File: src/rtl/hazard_forward_unit.sv
// hazard_forward_unit: operand forwarding, load-use bubbles, memory-wait stalls and stall counting.
module hazard_forward_unit #(
  parameter int REG_AW   = 5,
  parameter int NUM_SRC  = 2,
  parameter int MAX_WAIT = 16,
  parameter int CNT_W    = 16
) (
  input  logic                        clk,
  input  logic                        rst_n,
  input  logic [NUM_SRC*REG_AW-1:0]   id_rs_addr,
  input  logic [NUM_SRC-1:0]          id_rs_used,
  input  logic [NUM_SRC*REG_AW-1:0]   ex_rs_addr,
  input  logic                        id_ex_memRead,
  input  logic [REG_AW-1:0]           id_ex_rd,
  input  logic                        EX_MEM_regWrite,
  input  logic                        EX_MEM_memRead,
  input  logic [REG_AW-1:0]           EX_MEM_rd,
  input  logic                        MEM_WB_regWrite,
  input  logic [REG_AW-1:0]           MEM_WB_rd,
  input  logic                        mem_ready,
  output logic [2*NUM_SRC-1:0]        fwd_sel,
  output logic [REG_AW-1:0]           wb_hold_rd,
  output logic                        hold_en,
  output logic                        stall_pc,
  output logic                        stall_ifid,
  output logic                        bubble_idex,
  output logic                        stall_all,
  output logic                        mem_timeout,
  output logic [CNT_W-1:0]            stall_cycles
);
  localparam int WW = $clog2(MAX_WAIT + 1);
  typedef enum logic {RUN, MEM_WAIT} state_t;
  state_t state, state_nxt;
  logic [WW-1:0] wait_cnt, wait_nxt;
  logic [REG_AW-1:0] hold_rd;
  logic [CNT_W-1:0] cnt;
  logic hold_valid, tmo, raw_stall, lu, ex_ok, wb_ok;
  logic [2*NUM_SRC-1:0] fwd_raw;
  assign raw_stall = EX_MEM_memRead & ~mem_ready;
  assign ex_ok = EX_MEM_regWrite & ~EX_MEM_memRead & |EX_MEM_rd;
  assign wb_ok = MEM_WB_regWrite & |MEM_WB_rd;
  always_comb begin
    lu = 1'b0;
    for (int i = 0; i < NUM_SRC; i++)
      lu = lu | (id_ex_memRead & |id_ex_rd & id_rs_used[i] &
                 (id_rs_addr[i*REG_AW +: REG_AW] == id_ex_rd));
  end
  // Priority: youngest producer first, the WB-hold copy last.
  always_comb begin
    fwd_raw = '0;
    for (int i = 0; i < NUM_SRC; i++)
      fwd_raw[2*i +: 2] = (ex_ok && EX_MEM_rd == ex_rs_addr[i*REG_AW +: REG_AW]) ? 2'b01 :
                          (wb_ok && MEM_WB_rd == ex_rs_addr[i*REG_AW +: REG_AW]) ? 2'b10 :
                          (hold_valid && hold_rd == ex_rs_addr[i*REG_AW +: REG_AW]) ? 2'b11 : 2'b00;
  end
  always_comb begin
    state_nxt = state;
    wait_nxt = wait_cnt;
    if (state == RUN) begin
      state_nxt = raw_stall ? MEM_WAIT : RUN;
      wait_nxt = raw_stall ? WW'(1) : wait_cnt;
    end else if (mem_ready) begin
      state_nxt = RUN;
      wait_nxt = '0;
    end else if (raw_stall && wait_cnt != WW'(MAX_WAIT)) begin
      wait_nxt = wait_cnt + WW'(1);
    end
  end
  always_ff @(posedge clk) begin
    if (!rst_n) begin
      state <= RUN;
      wait_cnt <= '0;
      hold_valid <= 1'b0;
      hold_rd <= '0;
      tmo <= 1'b0;
      cnt <= '0;
    end else begin
      state <= state_nxt;
      wait_cnt <= wait_nxt;
      if (!raw_stall) begin
        hold_valid <= wb_ok;
        hold_rd <= MEM_WB_rd;
      end
      if (raw_stall && wait_cnt == WW'(MAX_WAIT)) tmo <= 1'b1;
      if ((raw_stall | lu) && ~&cnt) cnt <= cnt + CNT_W'(1);
    end
  end
  assign fwd_sel      = rst_n ? fwd_raw : '0;
  assign wb_hold_rd   = rst_n ? hold_rd : '0;
  assign hold_en      = rst_n & ~raw_stall;
  assign stall_all    = rst_n & raw_stall;
  assign stall_pc     = rst_n & (raw_stall | lu);
  assign stall_ifid   = rst_n & (raw_stall | lu);
  assign bubble_idex  = rst_n & lu & ~raw_stall;
  assign mem_timeout  = rst_n & tmo;
  assign stall_cycles = rst_n ? cnt : '0;
endmodule
File: config.mk
export PLATFORM = sky130hd
export DESIGN_NAME = hazard_forward_unit
export DESIGN_NICKNAME = d
export VERILOG_FILES = /design/src/rtl/hazard_forward_unit.sv
export SDC_FILE = /design/constraint.sdc
export NUM_CORES = 1
export LEC_CHECK = 0
export ABC_AREA = 1
export CORE_ASPECT_RATIO = 0.8
export CORE_MARGIN = 10
export CORE_UTILIZATION = 50
export CTS_CLUSTER_DIAMETER = 120
export DETAILED_ROUTE_END_ITERATION = 10
export HOLD_SLACK_MARGIN = 0.03
export PLACE_DENSITY = 0.87
export SYNTH_ARGS = -nofsm -noshare
export SYNTH_HDL_FRONTEND = slang
export SYNTH_SLANG_ARGS = --single-unit
export TNS_END_PERCENT = 50
File: constraint.sdc
create_clock -name clk -period 3.6 [get_ports clk]
set_input_delay 0.72 -clock clk [delete_from_list [all_inputs] [get_ports clk]]
set_output_delay 0.72 -clock clk [all_outputs]
set_load 0.03 [all_outputs]
== After elaboration in Yosys (flattened, before gate mapping) ==
Cells that the tools add are included.
Cells by class
  $add $sub $neg: 2
  equality and inequality tests: 11
  mux-type cells: 16
  bitwise operators: 20
  reductions and logical operators: 16
Operators by type and width (count)
  $eq 5x5->1: 8
  $mux 5: 5
  $add 16x1->16 const B: 1
  $mux 16: 1
  $reduce_and 16->1: 1
  $and 1x1->1: 15
  $reduce_or 5->1: 3
  $mux 2: 6
  $logic_and 1x1->1: 9
  $add 5x1->5 const B: 1
  $eq 5x5->1 const B: 1
  $ne 5x5->1 const B: 1
  $mux 4: 1
  $mux 1: 3
  $ne 3x2->1 const B: 1
  $not 1->1: 3
  $or 1x1->1: 2
  $reduce_and 2->1: 1
  $reduce_bool 2->1: 1
  $logic_not 1->1: 1
Storage, ports and cells
  flip-flop bits (word level): 29
  input bits: 44
  output and inout port bits: 31

== Depth between registers and ports, before layout ==
Gate-level depths: netlist of run 1.
  depth in word-level cells: 7
  depth in mapped cells: 13
  depth with buffers taken out: 12

== Least setup slack after synthesis of run 1 ==
Ideal clock, no wire load.
  kind: input port to output port
  start point: input port rst_n
  end point: output port bubble_idex
  data arrival time: 2.209 ns
  required time: 2.880 ns
  path slack: 0.671 ns
  stages: 5
  path through: buf_2 clkinv_1 nor2_1 inv_1 nor2_1
On the way
  cells in the longest elaborated chain, start to end: 2
RTL lines
  start, declared: line 9  | input logic rst_n,
  $and 1x1->1 (2 in series): line 94  | assign bubble_idex = rst_n & lu & ~raw_stall;
  end, declared: line 26  | output logic bubble_idex,
Every way passes these cells.

== Final worst setup path of run 1 ==
  start point: input port MEM_WB_rd[1]
  end point: output port fwd_sel[0]
On the way
  cells in the longest elaborated chain, start to end: 6
RTL lines
  start, declared: line 19  | input logic [REG_AW-1:0] MEM_WB_rd,
  $reduce_or 5->1: line 41  | assign wb_ok = MEM_WB_regWrite & |MEM_WB_rd;
  $and 1x1->1: line 41
  $logic_and 1x1->1 (*): line 53  | (wb_ok && MEM_WB_rd == ex_rs_addr[i*REG_AW +: REG_AW]) ? 2'b10 :
  $mux 2 (*): line 53
  $mux 2 (*): line 52  | fwd_raw[2*i +: 2] = (ex_ok && EX_MEM_rd == ex_rs_addr[i*REG_AW +: REG_AW]) ? 2'b01 :
  $mux 4 (*): line 88  | assign fwd_sel = rst_n ? fwd_raw : '0;
  end, declared: line 21  | output logic [2*NUM_SRC-1:0] fwd_sel,
Mark *: on every way between the ends. The rest lies on a longest branch, timed or not.

==> results of run 1 <==
[per-layer routing]
metal  GRT usage  wire length [microns]  share of wire  vias to the layer above
met4      0.0529                     76          0.012                        0
li1            -                      -              -                     1374
met2       0.298                   3270           0.51                       69
met1       0.188                   2660           0.41                     1142
met5           0                      0              0                        -
met3      0.0525                    445          0.069                        9
[stage by stage]
| step | hold WS, ns | util | worst slack (ns) |
|---|---|---|---|
| after floorplan | 0.417 | - | 0.671 |
| after global placement | 0.429 | 0.661 | 0.563 |
| after detailed placement | 0.446 | 0.661 | 0.567 |
| final | 0.455 | 0.680 | 0.550 |
| after global routing | 0.480 | 0.680 | 0.395 |
| after CTS | 0.460 | 0.680 | 0.562 |
[critical path: stages]
cell and delay (ns):
clkdlybuf4s50_1 0.45, inv_1 0.16, nand4_1 0.10, o21ai_0 0.34, nor3_1 0.11, nand2_1 0.08, nand2_1 0.05, a21oi_1 0.13
buf_4 0.18
[cells in the mapped netlist, drive strengths merged (6+ instances only)]
| master | number |
|---|---|
| a21oi | 27 |
| buf | 7 |
| dfxtp | 29 |
| inv | 71 |
| nand2 | 123 |
| nand3 | 25 |
| nand4 | 12 |
| nor2 | 50 |
| nor3 | 7 |
| o21ai | 6 |
| o22ai | 6 |
| xor2 | 18 |
[how the worst max path moves through the flow]
stage                 startpoint           to  depth (start not counted)
CTS                 MEM_WB_rd[1]   fwd_sel[0]                          9
global placement    MEM_WB_rd[1]   fwd_sel[0]                          9
detailed placement  MEM_WB_rd[1]   fwd_sel[0]                          9
floorplan                  rst_n  bubble_idex                          5
finish              MEM_WB_rd[1]   fwd_sel[0]                          9
global route        MEM_WB_rd[1]   fwd_sel[2]                          9
[where the power goes]
group	switching [uW]	internal, uW
clock network	124	151
logic	102	86.0
registers	8.08	329
total	235	566
[registers in the layout (all words and copies together), names as in the netlist]
signal      flops
wait_cnt        5
hold_rd         5
hold_valid      1
state           1
tmo             1
cnt            16
[cells by family after synthesis]
family	Yosys count	synth area share
adder cells (fa/ha/maj)	3	0.0162
AO/OA/AOI/OAI	40	0.0910
flip-flops	29	0.251
AND/OR/NAND/NOR	220	0.412
buffers and inverters	83	0.150
XOR/XNOR	21	0.0796
[placed cells by master, fill, tap and decap left out]
master / synthesis / final
nand2_1: 119 / 119
inv_1: 66 / 66
nor2_1: 48 / 48
clkdlybuf4s50_1: 0 / 43
buf_4: 3 / 32
dfxtp_1: 29 / 29
a21oi_1: 27 / 27
nand3_1: 22 / 22
xor2_1: 18 / 18
nand4_1: 12 / 12
nor3_1: 7 / 7
o21ai_0: 6 / 6
o22ai_1: 6 / 6
clkbuf_8: 0 / 6
inv_2: 5 / 5
nand2_2: 4 / 4
xnor2_1: 3 / 3
ha_1: 3 / 3
nor4_1: 2 / 2
clkinv_1: 2 / 2
nand3_2: 2 / 2
nor2_4: 2 / 2
o31ai_1: 1 / 1
nand3_4: 1 / 1
nand3b_1: 1 / 1
clkbuf_1: 3 / 1
[final cells by class]
cell class                      instances  area (sq um)  area share
Clock buffer                            7          86.3      0.0281
Sequential cell                        29           581       0.189
Timing Repair Buffer                   75           671       0.218
Inverter                               73           274      0.0892
Multi-Input combinational cell        284          1380       0.451
Tap cell                               60          75.1      0.0244
==> summary.md, run 1 <==
| Metric | Value |
|---|---|
| Async SR Flop Fraction | 0 |
| Global route overflow | 0 |
| Hold Crit Start | tmo |
| Hold Path Stages | 2 |
| Ys Warns | 0 |
| Die Span X | 96.0 microns |
| Register area share after synthesis | 0.251 |
| Final hold violation count | 0 |
| Number of max-cap violations | 0 |
| Post-synth top area share | 0.251 |
| LEAKAGE | 0.00164 uW |
| Syn Nets | 443 |
| Postcts setup bufs | 0 |
| Routed Antenna Nets | 0 |
| Critical path class | in2out |
| Initial Util | 0.512 |
| Skew-Pair Late Insertion Delay | 0.29 ns |
| Post-synthesis average cell area | 5.84 sq um |
| CTS tree | yes |
| Vias in the first global route | 2341 |
| Hpwl dp | 5190 microns |
| Final WL | 6460 microns |
| Hold/Removal Path Class | reg2reg |
| Placed cell count | 521 |
| Worst r2r src | cnt[0] |
| CTS Sinks | 29 |
| Setup slack, reg-to-reg | 1.86 ns |
| Max rail drop VDD | 0.138 mV |
| Nets | 515 |
| Rel. slew slack | 0.633 |
| Worst Reg-to-Reg Cells | 10 |
| GR Util All Layers | 0.168 |
| Crit start category | input pin |
| Synth top area cells | dfxtp_1, nand2_1, inv_1 |
| Initial DRC Count | 164 |
| Final RePlAce weighted congestion | 0.896 |
| Mapped Area | 0.00231 sq mm |
| Die ar. | 0.00776 sq mm |
| Placed inst area | 0.00298 sq mm |
| First-pass GRT wire length | 10400 microns |
| Actual slew at the worst max-slew pin | 0.548 ns |
| Root buf cell | clkbuf_8 |
| DRC | 0 |
| IO buf count | 74 |
| Crit. End Element | output port |
| Setup-failing EPs final | 0 |
| Antenna cells | 0 |
| Core ar. | 0.00451 sq mm |
| Via density | 4.91 |
| Post-route clock period utilization | 0.847 |
| Number of synthesized register bits | 29 |
| Count of cell types in the netlist | 26 |
| Post-route setup TNS | 0 ns |
| # IOs | 75 |
| Ys flop type | dfxtp_1 |
| Outcome | complete, no violations |
| Critical path peak fanout | 4 |
| Pins over their slew limit | 0 |
| Routed WL per cell | 12.2 microns |
| FF-to-FF End | cnt[15] |
| Post-synth EDFFs | 0 |
| Fmax | 0.328 GHz |
| Design area | 0.00307 sq mm |
| Die height | 80.8 microns |
| Final min period | 3.05 ns |
| Final Skew | 0.00424 ns |
| RSZ-0062 raised after global routing | false |
| Rows | 22 |
| Initial antenna violation count | 0 |
| Number of gates resized after CTS | 0 |
| Post-route insts no fill | 528 |
| H-tree depth | 2 |
| Crit path arrival time | 2.33 ns |
| Vias post-DR | 2594 |
| Pwr Density | 261 mW/mm^2 |
| Num CTS Buffers | 5 |
| Tot Pwr | 801 uW |
| Detailed-router iteration count before antenna repair | 5 |
| Clk pin slew, worst setup/hold paths | 0.06 ns |
| Syn Inst Count | 396 |
| Clock Path Buffers | 2 |
| Fraction of layout cells with a size suffix above 1 | 0.111 |
| Layout overhead on the synthesized area | 32.9% |
| Hold path endpoint | tmo |
| Fillers | 419 |
| Critical Path RT | 2.88 ns |
| Hold-fix buffers at CTS | 0 |
| Leading area contributor after synthesis | dfxtp_1 |
| Largest net degree at the start of global routing | 42 |
No activity file was read; power rests on OpenSTA's default activity.
==> run 2: changes to the inputs <==
- CORE_UTILIZATION: 50 -> 47
- PLACE_DENSITY: 0.87 -> 0.82
- clock period: 3.6 -> 3 ns (I/O delays scaled with it)
==> summary.md, run 2 (synthesized netlist as in run 1, its figures left out) <==
| Metric | Value |
|---|---|
| LEAKAGE | 0.00169 uW |
| Hold/Removal Path Class | reg2reg |
| Initial DRC Count | 134 |
| Max reg flops | 16 |
| Final min period | 2.76 ns |
| Rel. slew slack | 0.645 |
| Clock Path Buffers | 2 |
| FF-to-FF End | cnt[11] |
| Placed cell count | 525 |
| Fillers | 442 |
| RSZ-0062 raised after global routing | false |
| Critical Path RT | 2.40 ns |
| IO buf count | 74 |
| CTS tree | yes |
| Worst Reg-to-Reg Cells | 11 |
| Multi-input logic area | 0.00138 sq mm |
| Via density | 4.87 |
| Postcts setup bufs | 0 |
| Hpwl dp | 5310 microns |
| Pwr Density | 354 mW/mm^2 |
| Worst r2r src | cnt[0] |
| Crit path arrival time | 2.16 ns |
| CTS Sinks | 29 |
| Post-route insts no fill | 533 |
| Critical path class | in2out |
| Die ar. | 0.00814 sq mm |
| Number of gates resized after CTS | 0 |
| Commonest cells after routing, fill and taps aside | nand2_1, inv_1, nor2_1 |
| Post-route setup TNS | 0 ns |
| Final RePlAce weighted congestion | 0.946 |
| Crit start category | input pin |
| Setup slack, reg-to-reg | 1.26 ns |
| Die height | 82.7 microns |
| Pins over their slew limit | 0 |
| Initial antenna violation count | 0 |
| Vias post-DR | 2596 |
| Grt met3 use | 0.0407 |
| Hold Crit Start | hold_valid |
| Largest regs | cnt (16), hold_rd (5), wait_cnt (5) |
| Routed Antenna Nets | 0 |
| Clk pin slew, worst setup/hold paths | 0.06 ns |
| Critical path peak fanout | 3 |
| Max rail drop VDD | 0.262 mV |
| Hold path endpoint | hold_valid |
| Outcome | complete, no violations |
| Detailed-router iteration count before antenna repair | 4 |
| Core ar. | 0.00468 sq mm |
| Most common cell after layout, fill and taps aside | nand2_1 |
| Layout overhead on the synthesized area | 36.2% |
| Hold-fix buffers at CTS | 0 |
| Register area | 581 sq um |
| Met2 Track Usage GR | 0.275 |
| Rows | 22 |
| Die Span X | 98.4 microns |
| Routed WL per cell | 12.1 microns |
| Crit. End Element | output port |
| Final WL | 6470 microns |
| M1 GR Usage | 0.190 |
| Initial Util | 0.494 |
| H-tree depth | 2 |
| Num CTS Buffers | 5 |
| Gr busiest metal | met2 |
| Actual slew at the worst max-slew pin | 0.530 ns |
| Number of max-cap violations | 0 |
| Setup-failing EPs final | 0 |
| Global route overflow | 0 |
| Fmax | 0.362 GHz |
| GR Util All Layers | 0.159 |
| Hold Path Stages | 2 |
| Fraction of layout cells with a size suffix above 1 | 0.123 |
| Final hold violation count | 0 |
| DRC | 0 |
| Top reg by flops | cnt |
| Root buf cell | clkbuf_8 |
| Largest net degree at the start of global routing | 35 |
| Post-route clock period utilization | 0.920 |
| Skew-Pair Late Insertion Delay | 0.27 ns |
| First-pass GRT wire length | 10800 microns |
| Antenna cells | 0 |
| Nets | 519 |
| Vias in the first global route | 2294 |
| Final Skew | 0.00264 ns |
| # IOs | 75 |
## run 2: cell count changes in the layout (fill, tap and decap cells not counted), sizes merged
cell / previous run / this run
buf: 32 / 36
bufinv: 0 / 2
clkinv: 2 / 3
clkbuf: 7 / 5
## run 2: worst max-delay path by stage
| stage | depth (start not counted) | end | from | slack (ns) |
|---|---|---|---|---|
| floorplan | 5 | bubble_idex | rst_n | 0.31 |
| global placement | 9 | fwd_sel[0] | MEM_WB_rd[3] | 0.13 |
| detailed placement | 9 | fwd_sel[0] | MEM_WB_rd[3] | 0.14 |
| CTS | 9 | fwd_sel[0] | MEM_WB_rd[3] | 0.13 |
| global route | 8 | fwd_sel[1] | MEM_WB_rd[3] | 0.09 |
| finish | 8 | fwd_sel[1] | MEM_WB_rd[3] | 0.24 |
## run 2: cell type report
class / count / share of cell area
clock buffer: 5 / 0.0219
clock inverter: 3 / 0.0207
inverter: 73 / 0.0870
multi-input combinational: 284 / 0.440
sequential: 29 / 0.184
tap: 60 / 0.0238
timing repair buffer: 79 / 0.223
## run 2: power by group
group          internal (uW)  total, uW  switching [uW]
logic                    107        229             122
clock network            330        481             151
registers                395        405            9.98
## run 2: routing by layer
metal	up-vias	wire, microns
met1	1140	2790
met2	66	3140
met5	-	0
met3	8	427
li1	1382	-
met4	0	112
## run 2: per-stage QoR
stage               hold WS, ns  setup WS [ns]  power (uW)  instance area (sq um)   util
global placement          0.427          0.129         639                   3010  0.644
floorplan                 0.417          0.311         535                   2310      -
CTS                       0.454          0.129        1120                   3150  0.673
finish                    0.458          0.240        1110                   3150  0.673
detailed placement        0.438          0.140         641                   3010  0.644
global route              0.486         0.0907        1170                   3150  0.673
## run 2: critical path, stage by stage
cell             delay, ns
clkdlybuf4s50_1       0.56
inv_1                 0.10
nand4_1               0.10
o21ai_1               0.10
nor3_1                0.31
a21oi_1               0.12
nor2_1                0.10
buf_4                 0.17
==> run 3: changes to the inputs <==
- GPL_ROUTABILITY_DRIVEN: unset -> 0
- SKIP_CTS_REPAIR_TIMING: unset -> 1
==> summary.md, run 3 (synthesized netlist as in run 1, its figures left out) <==
| Metric | Value |
|---|---|
| DRC | 0 |
| Die ar. | 0.00814 sq mm |
| Vias post-DR | 2611 |
| Critical path class | in2out |
| Fillers | 425 |
| Crit start category | input pin |
| Critical Path RT | 2.40 ns |
| Final hold violation count | 0 |
| Largest net degree at the start of global routing | 31 |
| LEAKAGE | 0.00168 uW |
| Core ar. | 0.00468 sq mm |
| Initial antenna violation count | 0 |
| Die Span X | 98.4 microns |
| Design area | 0.00314 sq mm |
| Slowest library cell on the worst path | clkdlybuf4s50_1 |
| Final WL | 6650 microns |
| Layout overhead on the synthesized area | 35.9% |
| CTS Sinks | 29 |
| Worst setup margin | 0.206 ns |
| Max rail drop VDD | 0.230 mV |
| Largest regs | cnt (16), hold_rd (5), wait_cnt (5) |
| Top reg by flops | cnt |
| Pins over their slew limit | 0 |
| Antenna cells | 0 |
| Hold/Removal Path Class | reg2reg |
| Detailed-router iteration count before antenna repair | 4 |
| Pwr Density | 358 mW/mm^2 |
| Setup-failing EPs final | 0 |
| Placed inst area | 0.00301 sq mm |
| Num CTS Buffers | 5 |
| Via density | 4.91 |
| Crit path arrival time | 2.19 ns |
| Final Skew | 0.00291 ns |
| Fmax | 0.358 GHz |
| H-tree depth | 2 |
| IO buf count | 74 |
| Actual slew at the worst max-slew pin | 0.543 ns |
| Number of max-cap violations | 0 |
| Max reg flops | 16 |
| Vias in the first global route | 2424 |
| Routed Antenna Nets | 0 |
| Commonest cells after routing, fill and taps aside | nand2_1, inv_1, nor2_1 |
| Setup WS pre-CTS | 0.163 ns |
| Rel. slew slack | 0.637 |
| Global route overflow | 0 |
| Rows | 22 |
| First-pass GRT wire length | 10900 microns |
| CTS tree | yes |
| Critical path peak fanout | 3 |
| Final min period | 2.79 ns |
| Cell family with the largest share of critical-path delay | buffers and inverters |
| Largest stage delay, worst path | 0.56 ns |
| Die height | 82.7 microns |
| Finished Core Util | 0.671 |
| Routed WL per cell | 12.5 microns |
| Nets | 518 |
| Outcome | complete, no violations |
| Fraction of layout cells with a size suffix above 1 | 0.121 |
| Crit path buffers/inverters | 3 |
| Most common cell after layout, fill and taps aside | nand2_1 |
| Skew-Pair Late Insertion Delay | 0.28 ns |
| Crit-path cells | clkdlybuf4s50_1, inv_1, nand4_1, o21ai_1, nor3_1, a21oi_1, nor2_1, buf_4 |
| Clock Path Buffers | 2 |
| Initial Util | 0.494 |
| Post-route clock period utilization | 0.931 |
| Crit. End Element | output port |
| RSZ-0062 raised after global routing | false |
| Initial DRC Count | 115 |
| Clk pin slew, worst setup/hold paths | 0.06 ns |
| Post-route setup TNS | 0 ns |
| Hpwl dp | 5470 microns |
| Root buf cell | clkbuf_8 |
| GR Util All Layers | 0.161 |
| # IOs | 75 |
==> run 3: changes by cell type in the layout (fill, tap and decap cells not counted), sizes merged <==
cell | previous run | this run
buf | 36 | 35
==> run 3: power by group <==
part	leakage, uW	switching (uW)	internal [uW]
Sequential	0.000236	10.1	395
Combinational	0.00138	125	106
Clock	0.0000681	159	330
==> run 3: layout make-up <==
cell class                 instances  area (sq um)  share of cell area
sequential                        29           581               0.185
tap                               60          75.1              0.0239
clock buffer                       5          68.8              0.0219
inverter                          73           274              0.0873
multi-input combinational        284          1380               0.441
timing repair buffer              78           693               0.221
clock inverter                     3          65.1              0.0207
==> run 3: path summary, 6_finish.rpt <==
path	from	end	slack, ns	depth (start not counted)
setup / recovery	MEM_WB_rd[3]	fwd_sel[1]	0.21	8
hold / removal	tmo	tmo	0.46	2
setup reg to reg	cnt[1]	cnt[15]	1.27	10
hold reg to reg	tmo	tmo	0.46	2
==> run 3: per-stage QoR <==
stage,instances,total power (uW),hold WS [ns]
floorplan,396,535,0.417
global placement,524,638,0.430
detailed placement,524,642,0.452
CTS,532,1130,0.468
global route,532,1170,0.500
finish,532,1120,0.458
==> run 3: routing by layer <==
metal | GRT usage | share of wire | vias to the layer above | wire length [microns]
met5 | 0 | 0 | - | 0
met4 | 0.0714 | 0.015 | 0 | 102
met3 | 0.0340 | 0.064 | 8 | 423
met2 | 0.295 | 0.49 | 71 | 3290
met1 | 0.179 | 0.43 | 1155 | 2830
li1 | - | - | 1377 | -
==> run 3: tightest hold or removal path: cells and delay by family, from the launching register on <==
family,cells,cell delay (ns)
flops,1,0.31
simple gates,2,0.12
